===== src/rtl/ifu_fetch_stage.sv =====
// Instruction fetch stage: sequential PC generation, credit-limited imem requests,
// in-order instruction FIFO to ID, redirect flush. Optional perf counters: IFU_PERF_CNT_EN.
module ifu_fetch_stage #(
    parameter logic [63:0] RESET_PC        = 64'h8000_0000,
    parameter int          FIFO_DEPTH      = 4,
    parameter int          MAX_OUTSTANDING = 4
) (
    input  logic        clk,
    input  logic        rst,
    output logic        imem_req_valid,
    input  logic        imem_req_ready,
    output logic [63:0] imem_req_addr,
    input  logic        imem_resp_valid,
    input  logic [31:0] imem_resp_data,
    input  logic        redirect_valid,
    input  logic [63:0] redirect_pc,
    output logic        validout,
    output logic [31:0] inst,
    output logic [63:0] cpupc,
    output logic [63:0] dnpc,
    output logic        not_jump,
    input  logic        out_accept
`ifdef IFU_PERF_CNT_EN
    ,
    output logic [31:0] perf_fetch_cnt,
    output logic [31:0] perf_drop_cnt,
    output logic [31:0] perf_stall_cnt
`endif
);

    localparam int PTR_W = $clog2(FIFO_DEPTH);
    localparam int CNT_W = PTR_W + 1;
    localparam logic [3:0] MAX_O = 4'(MAX_OUTSTANDING);

    logic [63:0]      fetch_pc_q, fetch_pc_d;
    logic [63:0]      resp_pc_q, resp_pc_d;
    logic [3:0]       out_q, out_d;
    logic [3:0]       drop_q, drop_d;
    logic [CNT_W-1:0] cnt_q, cnt_d;
    logic [PTR_W-1:0] wr_ptr_q, wr_ptr_d;
    logic [PTR_W-1:0] rd_ptr_q, rd_ptr_d;

    logic [31:0] data_mem [FIFO_DEPTH];
    logic [63:0] pc_mem   [FIFO_DEPTH];

    logic       req_fire;
    logic       resp_fire;
    logic       resp_drop;
    logic       resp_keep;
    logic       push;
    logic       pop;
    logic [7:0] credit_used;

    // Slots already promised: kept responses still in flight plus buffered entries.
    assign credit_used = 8'(out_q) - 8'(drop_q) + 8'(cnt_q);

    assign imem_req_valid = !rst && !redirect_valid && (out_q < MAX_O)
                            && (credit_used < 8'(FIFO_DEPTH));
    assign imem_req_addr  = fetch_pc_q;

    assign req_fire  = imem_req_valid && imem_req_ready;
    assign resp_fire = imem_resp_valid;
    assign resp_drop = resp_fire && (drop_q != 4'd0);
    assign resp_keep = resp_fire && (drop_q == 4'd0);
    assign push      = resp_keep && !redirect_valid;
    assign pop       = validout && out_accept && !redirect_valid;

    assign validout = (cnt_q != '0);
    assign inst     = data_mem[rd_ptr_q];
    assign cpupc    = pc_mem[rd_ptr_q];
    assign dnpc     = cpupc + 64'd4;
    assign not_jump = validout;

    always_comb begin
        // NOTE: every next-state value gets its default first so no latch can be inferred.
        fetch_pc_d = fetch_pc_q;
        resp_pc_d  = resp_pc_q;
        out_d      = out_q;
        drop_d     = drop_q;
        cnt_d      = cnt_q;
        wr_ptr_d   = wr_ptr_q;
        rd_ptr_d   = rd_ptr_q;
        if (redirect_valid) begin
            // Everything still in flight after this cycle belongs to the old path.
            fetch_pc_d = redirect_pc;
            resp_pc_d  = redirect_pc;
            out_d      = out_q - 4'(resp_fire);
            drop_d     = out_q - 4'(resp_fire);
            cnt_d      = '0;
            wr_ptr_d   = '0;
            rd_ptr_d   = '0;
        end else begin
            if (req_fire) begin
                fetch_pc_d = fetch_pc_q + 64'd4;
            end
            if (push) begin
                resp_pc_d = resp_pc_q + 64'd4;
                wr_ptr_d  = wr_ptr_q + PTR_W'(1);
            end
            if (pop) begin
                rd_ptr_d = rd_ptr_q + PTR_W'(1);
            end
            if (resp_drop) begin
                drop_d = drop_q - 4'd1;
            end
            out_d = out_q + 4'(req_fire) - 4'(resp_fire);
            cnt_d = cnt_q + CNT_W'(push) - CNT_W'(pop);
        end
    end

    // NOTE: sequential state uses non-blocking assignments only.
    always_ff @(posedge clk) begin
        if (rst) begin
            fetch_pc_q <= RESET_PC;
            resp_pc_q  <= RESET_PC;
            out_q      <= '0;
            drop_q     <= '0;
            cnt_q      <= '0;
            wr_ptr_q   <= '0;
            rd_ptr_q   <= '0;
        end else begin
            fetch_pc_q <= fetch_pc_d;
            resp_pc_q  <= resp_pc_d;
            out_q      <= out_d;
            drop_q     <= drop_d;
            cnt_q      <= cnt_d;
            wr_ptr_q   <= wr_ptr_d;
            rd_ptr_q   <= rd_ptr_d;
        end
    end

    // NOTE: buffer storage is not reset; entry validity is tracked solely by cnt_q.
    always_ff @(posedge clk) begin
        if (push) begin
            data_mem[wr_ptr_q] <= imem_resp_data;
            pc_mem[wr_ptr_q]   <= resp_pc_q;
        end
    end

`ifdef IFU_PERF_CNT_EN
    logic [31:0] perf_fetch_q, perf_drop_q, perf_stall_q;

    always_ff @(posedge clk) begin
        if (rst) begin
            perf_fetch_q <= '0;
            perf_drop_q  <= '0;
            perf_stall_q <= '0;
        end else begin
            if (push) begin
                perf_fetch_q <= perf_fetch_q + 32'd1;
            end
            if (resp_fire && !push) begin
                perf_drop_q <= perf_drop_q + 32'd1;
            end
            if (!imem_req_valid && !redirect_valid) begin
                perf_stall_q <= perf_stall_q + 32'd1;
            end
        end
    end

    assign perf_fetch_cnt = perf_fetch_q;
    assign perf_drop_cnt  = perf_drop_q;
    assign perf_stall_cnt = perf_stall_q;
`endif

endmodule


===== config.mk =====
export PLATFORM = sky130hd
export DESIGN_NAME = ifu_fetch_stage
export DESIGN_NICKNAME = d
export VERILOG_FILES = /design/src/rtl/ifu_fetch_stage.sv
export SDC_FILE = /design/constraint.sdc
export NUM_CORES = 1
export LEC_CHECK = 0
export ABC_AREA = 1
export BUFFER_PORTS_ARGS = -buffer_cell sky130_fd_sc_hd__buf_2
export CORE_MARGIN = 10
export CORE_UTILIZATION = 37
export CTS_BUF_LIST = sky130_fd_sc_hd__clkbuf_4 sky130_fd_sc_hd__clkbuf_8 sky130_fd_sc_hd__clkbuf_16
export DETAILED_ROUTE_END_ITERATION = 10
export GPL_ROUTABILITY_DRIVEN = 0
export PLACE_DENSITY = 0.61
export SLEW_MARGIN = 20
export SYNTH_ARGS = -nofsm -noshare
export SYNTH_HDL_FRONTEND = slang
export SYNTH_SLANG_ARGS = --single-unit
export TNS_END_PERCENT = 1

===== constraint.sdc =====
create_clock -name clk -period 7.8 [get_ports clk]
set_input_delay 0.78 -clock clk [delete_from_list [all_inputs] [get_ports clk]]
set_output_delay 0.78 -clock clk [all_outputs]
set_load 0.01 [all_outputs]

# Word level (Yosys, flattened, before mapping)
# Memory sizes are Yosys's and may differ from the RTL's. A register that Yosys moved wholly into a read port is not among the register bits.
# Cells that the tools add are included.
dict set report op_classes {
  n_addsub 13
  n_lt_le_gt_ge 2
  muxes 13
  n_reduce_logical 18
}
# op count
set ops {}
lappend ops {{$mux 64} 4}
lappend ops {{$add 64x3->64 const B} 3}
lappend ops {{$mux 4} 3}
lappend ops {{$logic_and 1x1->1} 9}
lappend ops {{$lt 8x3->1 const B} 1}
lappend ops {{$mux 2} 4}
lappend ops {{$sub 4x1->4} 2}
lappend ops {{$add 5x4->6} 1}
lappend ops {{$reduce_bool 2->1} 3}
lappend ops {{$sub 4x4->5} 1}
lappend ops {{$add 2x1->2 const B} 2}
lappend ops {{$add 4x1->4} 1}
lappend ops {{$logic_not 4->1} 1}
lappend ops {{$lt 4x3->1 const B} 1}
lappend ops {{$reduce_bool 4->1} 1}
lappend ops {{$sub 4x1->4 const B} 1}
lappend ops {{$add 3x1->3} 1}
lappend ops {{$reduce_bool 3->1} 1}
lappend ops {{$sub 3x1->3} 1}
lappend ops {{$logic_not 1->1} 2}
lappend ops {{$mux 1} 2}
lappend ops {{$reduce_or 2->1} 1}
dict set report word_totals {
  regBits 143
  ram_bits 384
  in_bits 102
  out_inout_bits 227
  elab_cells 55
  mem_count 2
}
# memory depth width rd rd_ports_with_merged_regs write_ports line
set mem_list {}
lappend mem_list {pc_mem 4 64 1 1 1 44} ;# logic [63:0] pc_mem [FIFO_DEPTH];
lappend mem_list {data_mem 4 32 1 1 1 43} ;# logic [31:0] data_mem [FIFO_DEPTH];

# Depth between registers and ports, before layout
# Gate-level depths: netlist of the first run.
dict set report depth {
  word_depth 8
  depth_mapped 23
  mapped_depth_nobuf 21
}

# Least setup slack after synthesis of the first run
# No wires, ideal clock.
dict set report synth_path {
  path_kind {input-to-reg}
  from {input port imem_resp_valid}
  to {memory data_mem[0][0], enable pin}
  setup_time_ns 0.552
  arrival_time_ns 5.533
  path_slack_ns 1.715
  stages 6
  path_buffers 0
  cell_sequence {inv_1 nor2_1 inv_2 nor2_2 inv_2 nor2_1}
}
dict set report synth_between {
  elab_chain_len 4
}
# item line
set synth_lines {}
lappend synth_lines {{start, declared} 13} ;# input logic imem_resp_valid,
lappend synth_lines {{$logic_and 1x1->1} 64} ;# assign resp_keep = resp_fire && (drop_q == 4'd0);
lappend synth_lines {{$logic_and 1x1->1} 65} ;# assign push = resp_keep && !redirect_valid;
lappend synth_lines {{$mux 1} 134} ;# if (push) begin
lappend synth_lines {{$mux 1 (implied by the code)} 135} ;# data_mem[wr_ptr_q] <= imem_resp_data;
lappend synth_lines {{end, declared} 43}
# Every way passes these cells.

==> results of run 1 <==
==> final timing paths <==
check	startpoint	endpoint	slack [ps]	cells after the start
hold reg to reg	rd_ptr_q[1]	flop	460	2
setup reg to reg	drop_q[0]	out_q[2]	3640	21
hold / removal	imem_resp_data[16]	data_mem[0][16]	370	1
setup / recovery	flop	dnpc[58]	2270	14
==> power breakdown <==
group / switching [W] / leakage, nW / internal, W
Clock: 0.00113 / 0.966 / 0.00170
Combinational: 0.000460 / 6.49 / 0.000215
Sequential: 0.000122 / 4.71 / 0.00311
==> kinds of logic (layout without fill, tap and decap cells) <==
family / Yosys count / in the layout / share of synthesized area [%]
adder cells (fa/ha/maj): 29 / 29 / 1.41
flip-flops: 529 / 529 / 52.8
other: 0 / 4 / 0
AO/OA/AOI/OAI: 361 / 361 / 7.05
XOR/XNOR: 106 / 106 / 3.39
AND/OR/NAND/NOR: 1941 / 1941 / 29.3
buffers and inverters: 406 / 730 / 6.07
==> cell type report <==
class	instances	area, um^2	area share, %
clock inverters	28	428	1.35
diodes	4	10.0	0.0315
repair buffers	350	1820	5.72
clock buffers	75	1550	4.86
well taps	959	1200	3.78
flip-flops and latches	529	14400	45.4
multi-input cells	2437	11300	35.5
inverters	277	1050	3.30
==> per-stage QoR <==
step	setup slack, ps	instances
3_5_place_dp	2830	4552
2_1_floorplan	1710	3372
4_1_cts	2140	4655
6_report	2270	4659
3_3_place_gp	2840	4552
5_1_grt	1800	4659
==> cells in the final DEF (no fill, tap or decap), types with 4 or more instances in the layout <==
master | synthesis | final
buf_4 | 14 | 21
o211ai_1 | 11 | 11
xor2_1 | 82 | 82
buf_2 | 29 | 327
clkbuf_4 | 0 | 17
a21oi_1 | 112 | 112
diode_2 | 0 | 4
inv_2 | 9 | 8
bufinv_16 | 0 | 9
nand2_1 | 1025 | 1024
nand4_1 | 57 | 57
clkinv_1 | 2 | 8
clkinvlp_4 | 0 | 4
nor2_4 | 3 | 7
xnor2_1 | 24 | 24
nand3_1 | 297 | 296
edfxtp_1 | 384 | 384
inv_1 | 266 | 266
o22ai_1 | 38 | 38
clkbuf_16 | 0 | 55
dfxtp_1 | 145 | 143
nor2_2 | 18 | 18
nand2_2 | 10 | 11
nor3_1 | 40 | 40
o21ai_0 | 175 | 175
ha_1 | 26 | 26
a31oi_1 | 17 | 17
and2_1 | 8 | 8
nor2_1 | 471 | 467
==> flip-flops by register name, summed over array words and instances, names as in the netlist, named ones only <==
signal and flops:
imem_req_addr 64, drop_q 4, resp_pc_q 64, data_mem 128, out_q 4, cnt_q 3, rd_ptr_q 2, pc_mem 256
wr_ptr_q 2
==> worst max-delay path, delay by kind of cell, from the launching register on <==
kind / cells / cell delay, ps
AND/OR/NAND/NOR: 7 / 1590
flip-flops: 1 / 930
buffers and inverters: 4 / 900
adder cells (fa/ha/maj): 1 / 330
XOR/XNOR: 1 / 240
AO/OA/AOI/OAI: 1 / 100
==> per-layer routing <==
metal,GRT usage [%],vias up,wire length [um]
met3,3.91,152,7840
met5,0,-,0
met2,35.2,1029,44300
li1,-,11700,-
met4,6.80,0,2920
met1,27.9,11400,39200
==> summary.md, run 1 <==
| Metric | Value |
|---|---|
| Status | completed |
| Cell mode on critical path | nand2_1 |
| Synth area leader | edfxtp_1 |
| Final core area utilization | 43.5% |
| Worst path required time | 7020 ps |
| Clk sinks | approximately 530 |
| Setup CP Type | flop to output port |
| Fillers | between 7000 and 8000 |
| Slew margin rel. | 29.6% |
| Crit share post-route | between 70 and 80% |
| Placed inst area | around 0.030 mm^2 |
| Cell variety after synth | 43 |
| Final slew viol count | 0 |
| Die Ht | 292 um |
| Setup bufs post-CTS | 0 |
| Synth Flop Type | edfxtp_1 |
| Cts hold-fix bufs | 0 |
| Clock latency on the worst-skew pair | 620 ps |
| Crit-path max cell delay | 930 ps |
| RSZ-0062 raised after global routing | false |
| DR WL/cell | 20.2 um |
| Leak | 12.2 nW |
| Avg Inst Size Synth | 8.11 um^2 |
| Vias in the first global route | about 23000 |
| Final min period | 5530 ps |
| Async S/R FF share, synth | 0% |
| Cell area after synthesis | between 0.02 and 0.03 mm^2 |
| Starting Density | approximately 37% |
| Fmax | ~180 MHz |
| Avg Vias per Cell | between 5 and 6 |
| Syn nets | 3503 |
| Max FO, Critical Path | 119 |
| Least-Margin Pin Slew | 1050 ps |
| Pwr/cell area | 212 mW/mm^2 |
| Routed Antenna Nets | 0 |
| Longest Clk Path Bufs | 3 |
| Final setup violation count | 0 |
| Num CTS Buffers | 55 |
| Most frequent cell after synthesis | nand2_1 |
| H-Tree Depth | 2 |
| Pre-antenna DRT Iters | 6 |
| Worst Hold Class | input pin to flop |
| Pin count of the biggest net entering global routing | 120 |
| Setup crit end kind | output port |
| First-pass GRT wire length | 141 mm |
| Crit start category | flop |
| CTS Root Buffer Type | clkbuf_16 |
| Std cell rows | between 90 and 100 |
| Die X | 292 um |
| Hold Worst Slack | 369 ps |
| Area share of the leading cell type in the synthesized netlist | 42.2% |
| Dpl hpwl | 68.2 mm |
| PostCTS Resize Cnt | 0 |
| Core area | ~0.073 mm^2 |
| DR DRC count | 0 |
| Final instance area | around 0.032 mm^2 |
| TritonCTS clock tree | yes |
| Post-synth EDFFs | 384 |
| Worst-path cell chain | inv_6 -> nand2_1 -> o211ai_1 -> nand2_1 -> ha_1 -> inv_1 -> nor2_1 -> nand2_1 -> nor2_4 -> inv_2 -> nor2_1 -> nand2_1 -> xor2_1 -> buf_2 |
| Hold Fails Final Rpt | 0 |
| Critical path data arrival time | between 4000 and 5000 ps |
| Antenna violations before repair | 5 |
| Vias | 24300 |
| Pwr Total | about 0.0067 W |
| Sequential-to-total area share from yosys stat | 52.8% |
| Fin Setup TNS | 0 ps |
| Layout cell share with drive strength beyond 1 | between 10% and 20% |
| Synth Register Bits | 529 |
| Total global routing overflow | 0 |
| Syn-to-layout area delta | 16.2% |
| Post-Syn Instances | ~3400 |
| Die Area | 0.0852 mm^2 |
| Nets | 3781 |
| Max-cap violation count | 0 |
| Top post-synthesis cells by count | nand2_1 (1025), nor2_1 (471), edfxtp_1 (384) |
| IO Pins | 329 |
| Post-Route WL | 94.3 mm |
| Yosys Warn Count | 0 |
| Buffers on Ports | 328 |
| Clock Skew | 26.2 ps |
| Iter 0 DRT Violations | between 2000 and 3000 |
| Slowest-stage cell, CP | dfxtp_4 |
| Total track usage | 21.3% |
| Clk pin slew, worst setup/hold paths | ~60 ps |
| Largest cells by area after synthesis | edfxtp_1 (42%), nand2_1 (14%), dfxtp_1 (11%) |
| Max IR drop VDD | between 150 and 200 uV |
(Power assumes the default switching activity.)
==> run 2, diff against run 1 <==
Settings changed: ABC_AREA 1 to 0, PLACE_DENSITY 0.61 to 0.64.
Clock period 7.8 ns to 4.6 ns, I/O delays scaled along.
==> summary.md, run 2 <==
| Metric | Value |
|---|---|
| Status | completed |
| Worst path required time | 4140 ps (-2880 ps) |
| Max FFs per register | 256 (unchanged) |
| Die Area | 0.0740 mm^2 (-13%) |
| Die X | 272 um (-6.8%) |
| Syn-to-layout area delta | 19.1% |
| Nets | 2147 (-43%) |
| Starting Density | 37.3% (-0.11 points) |
| Most common cell after layout, fill and taps aside | edfxtp_1 |
| Most frequent cell after synthesis | edfxtp_1 |
| Max-cap violation count | 0 (unchanged) |
| Longest Clk Path Bufs | 3 (unchanged) |
| Pwr/cell area | 399 mW/mm^2 (+88%) |
| Avg Inst Size Synth | 14.0 um^2 (+72%) |
| Core area | 0.0630 mm^2 (-14%) |
| Top flop regs | pc_mem (256), data_mem (128) |
| Post-Route WL | 68.7 mm (-27%) |
| Synth Register Bits | 529 (unchanged) |
| Clock latency on the worst-skew pair | 620 ps (about the same) |
| Layout cell share with drive strength beyond 1 | 27.4% (+14 points) |
| Pin count of the biggest net entering global routing | 63 (-48%) |
| Critical path data arrival time | 3910 ps (-840 ps) |
| Std cell rows | 92 (-7.1%) |
| Reg area | 0.0144 mm^2 (unchanged) |
| Clock Skew | 41.7 ps (+15.5 ps) |
| Post-synth EDFFs | 384 (unchanged) |
| Antenna violations before repair | 8 (+3) |
| Total track usage | 18.1% (-3.2 points) |
| Cell area after synthesis | 0.0235 mm^2 (-14%) |
| DR DRC count | 0 (unchanged) |
| Dpl hpwl | 48.9 mm (-28%) |
| Clk sinks | 529 (unchanged) |
| Die Ht | 272 um (-6.8%) |
| Pre-antenna DRT Iters | 5 (-1) |
| Final setup violation count | 0 (unchanged) |
| Hold Worst Slack | 58.5 ps (-311 ps) |
| Yosys Warn Count | 0 (unchanged) |
| Max IR drop VDD | 240 uV (+52%) |
| Max FO, Critical Path | 20 (-83%) |
| Slew margin rel. | 44.9% (+15 points) |
| IO Pins | 329 (unchanged) |
| Vias in the first global route | 15700 (-31%) |
| RSZ-0062 raised after global routing | true |
| Num CTS Buffers | 55 (unchanged) |
| Sequential-to-total area share from yosys stat | 61.4% (+8.7 points) |
| Largest cells by area after synthesis | edfxtp_1 (49%), dfxtp_1 (12%), mux4_2 (7.3%) |
| Setup crit end kind | output port |
| Placed inst area | 0.0261 mm^2 (-13%) |
| Cells after DPL | 2804 (-38%) |
| Top reg by flops | pc_mem |
| Cts hold-fix bufs | 0 (unchanged) |
| DR WL/cell | 23.6 um (+17%) |
| Hold Fails Final Rpt | 0 (unchanged) |
| Area share of the leading cell type in the synthesized netlist | 49.1% (+6.9 points) |
| Synth Flop Type | edfxtp_1 |
| Fmax | 229 MHz |
| Pwr Total | 0.0112 W (+66%) |
| Crit share post-route | 94.9% |
| Async S/R FF share, synth | 0% (unchanged) |
| Multi-input logic area | 0.00843 mm^2 (-25%) |
| Vias | 15700 (-35%) |
| TritonCTS clock tree | yes |
| Avg Vias per Cell | 5.41 (+3.5%) |
| Buffers on Ports | 328 (unchanged) |
| Total global routing overflow | 0 (unchanged) |
| Final instance area | 0.0280 mm^2 (-12%) |
| Clk pin slew, worst setup/hold paths | 60 ps (about the same) |
| Least-Margin Pin Slew | 818 ps (-237 ps) |
| Final min period | 4370 ps |
| Syn nets | 1813 (-48%) |
| CTS Root Buffer Type | clkbuf_16 |
| First-pass GRT wire length | 102 mm (-28%) |
| Worst Hold Class | input pin to flop |
| Crit start category | flop |
| Fillers | 5630 (-23%) |
| Finished Layout Cells | 2910 (-38%) |
| Final slew viol count | 0 (unchanged) |
| Post-Syn Instances | 1682 (-50%) |
| Commonest cells after routing, fill and taps aside | edfxtp_1 (384), buf_2 (328), dfxtp_1 (143), nand2_1 (110), xnor2_1 (98) |
| Synth area leader | edfxtp_1 |
| Cell variety after synth | 77 (+79%) |
| Setup CP Type | flop to output port |
| Top post-synthesis cells by count | edfxtp_1 (384), dfxtp_1 (145), nand2_1 (110) |
| Leak | 9.73 nW (-20%) |
| H-Tree Depth | 2 (unchanged) |
| Iter 0 DRT Violations | 1450 (-45%) |
| Fin Setup TNS | 0 ps (unchanged) |
| Routed Antenna Nets | 0 (unchanged) |
[run 2: cell types whose count changed in the layout (fill, tap and decap cells not counted), moves of 34 or more]
cell / change
a21oi_1: -77
inv_1: -216
mux4_2: +76
nand2_1: -914
nand3_1: -229
nor2_1: -388
o21a_1: +34
o21ai_0: -151
o22ai_1: -38
xnor2_1: +74
xor2_1: -41
[run 2: path summary, 6_finish.rpt]
kind	start	to	slack, ps	cells past startpoint
max	out_q[0]	imem_req_valid	230	13
min reg2reg	imem_req_addr[0]	imem_req_addr[0]	500	2
min	imem_resp_data[20]	data_mem[1][20]	60	1
max reg2reg	out_q[0]	out_q[1]	280	18
[run 2: through the flow]
stage                     utilization, %  setup slack, ps
final                               44.4              234
after global routing                44.4            -17.3
after CTS                           44.4             5.29
after detailed placement            41.4              315
after global placement              41.4              405
after floorplan                        -              230
[run 2: what timing repair did]
item,4_1_cts,5_1_grt
endpoints found under the setup margin,9,11
gates resized for setup,1,4
pin swaps,0,0
setup buffers,1,0
[run 2: logic make-up after synthesis]
family / synth area share, %
compound gates: 7.46
xor+xnor: 5.25
fa+ha+maj: 1.64
buf+inv: 2.84
flops: 61.4
mux: 9.78
simple gates: 11.6
[run 2: worst max-delay path, cell delays in order (launching register included)]
cell and delay, ps:
dfxtp_1 340, inv_1 70, ha_1 210, inv_1 70
fa_1 410, ha_1 270, and3b_1 180, o21a_1 160
or4b_1 420, or3_1 340, buf_4 240, nand3_2 160
and4_1 260, buf_2 150
[run 2: cell type report]
| type | count | share of cell area (%) |
|---|---|---|
| flip-flops and latches | 529 | 51.6 |
| multi-input cells | 1016 | 30.1 |
| repair buffers | 363 | 7.09 |
| clock buffers | 68 | 5.29 |
| well taps | 846 | 3.78 |
| clock inverters | 34 | 1.40 |
| inverters | 51 | 0.693 |
| diodes | 3 | 0.0268 |
[run 2: routing by layer]
metal | wire [um] | part of all wire [%] | up-vias | global-route usage [%]
met5 | 34 | 0.049 | - | 0
li1 | - | - | 7200 | -
met2 | 31800 | 46 | 502 | 28.6
met1 | 29600 | 43 | 7918 | 24.2
met3 | 5410 | 7.9 | 104 | 4.59
met4 | 1920 | 2.8 | 8 | 5.53
[run 2: where the power goes]
group	leakage (nW)	switching (W)	internal (W)
logic	4.11	0.000706	0.000444
clock network	0.909	0.00191	0.00264
registers	4.71	0.000172	0.00530
total	9.73	0.00278	0.00838
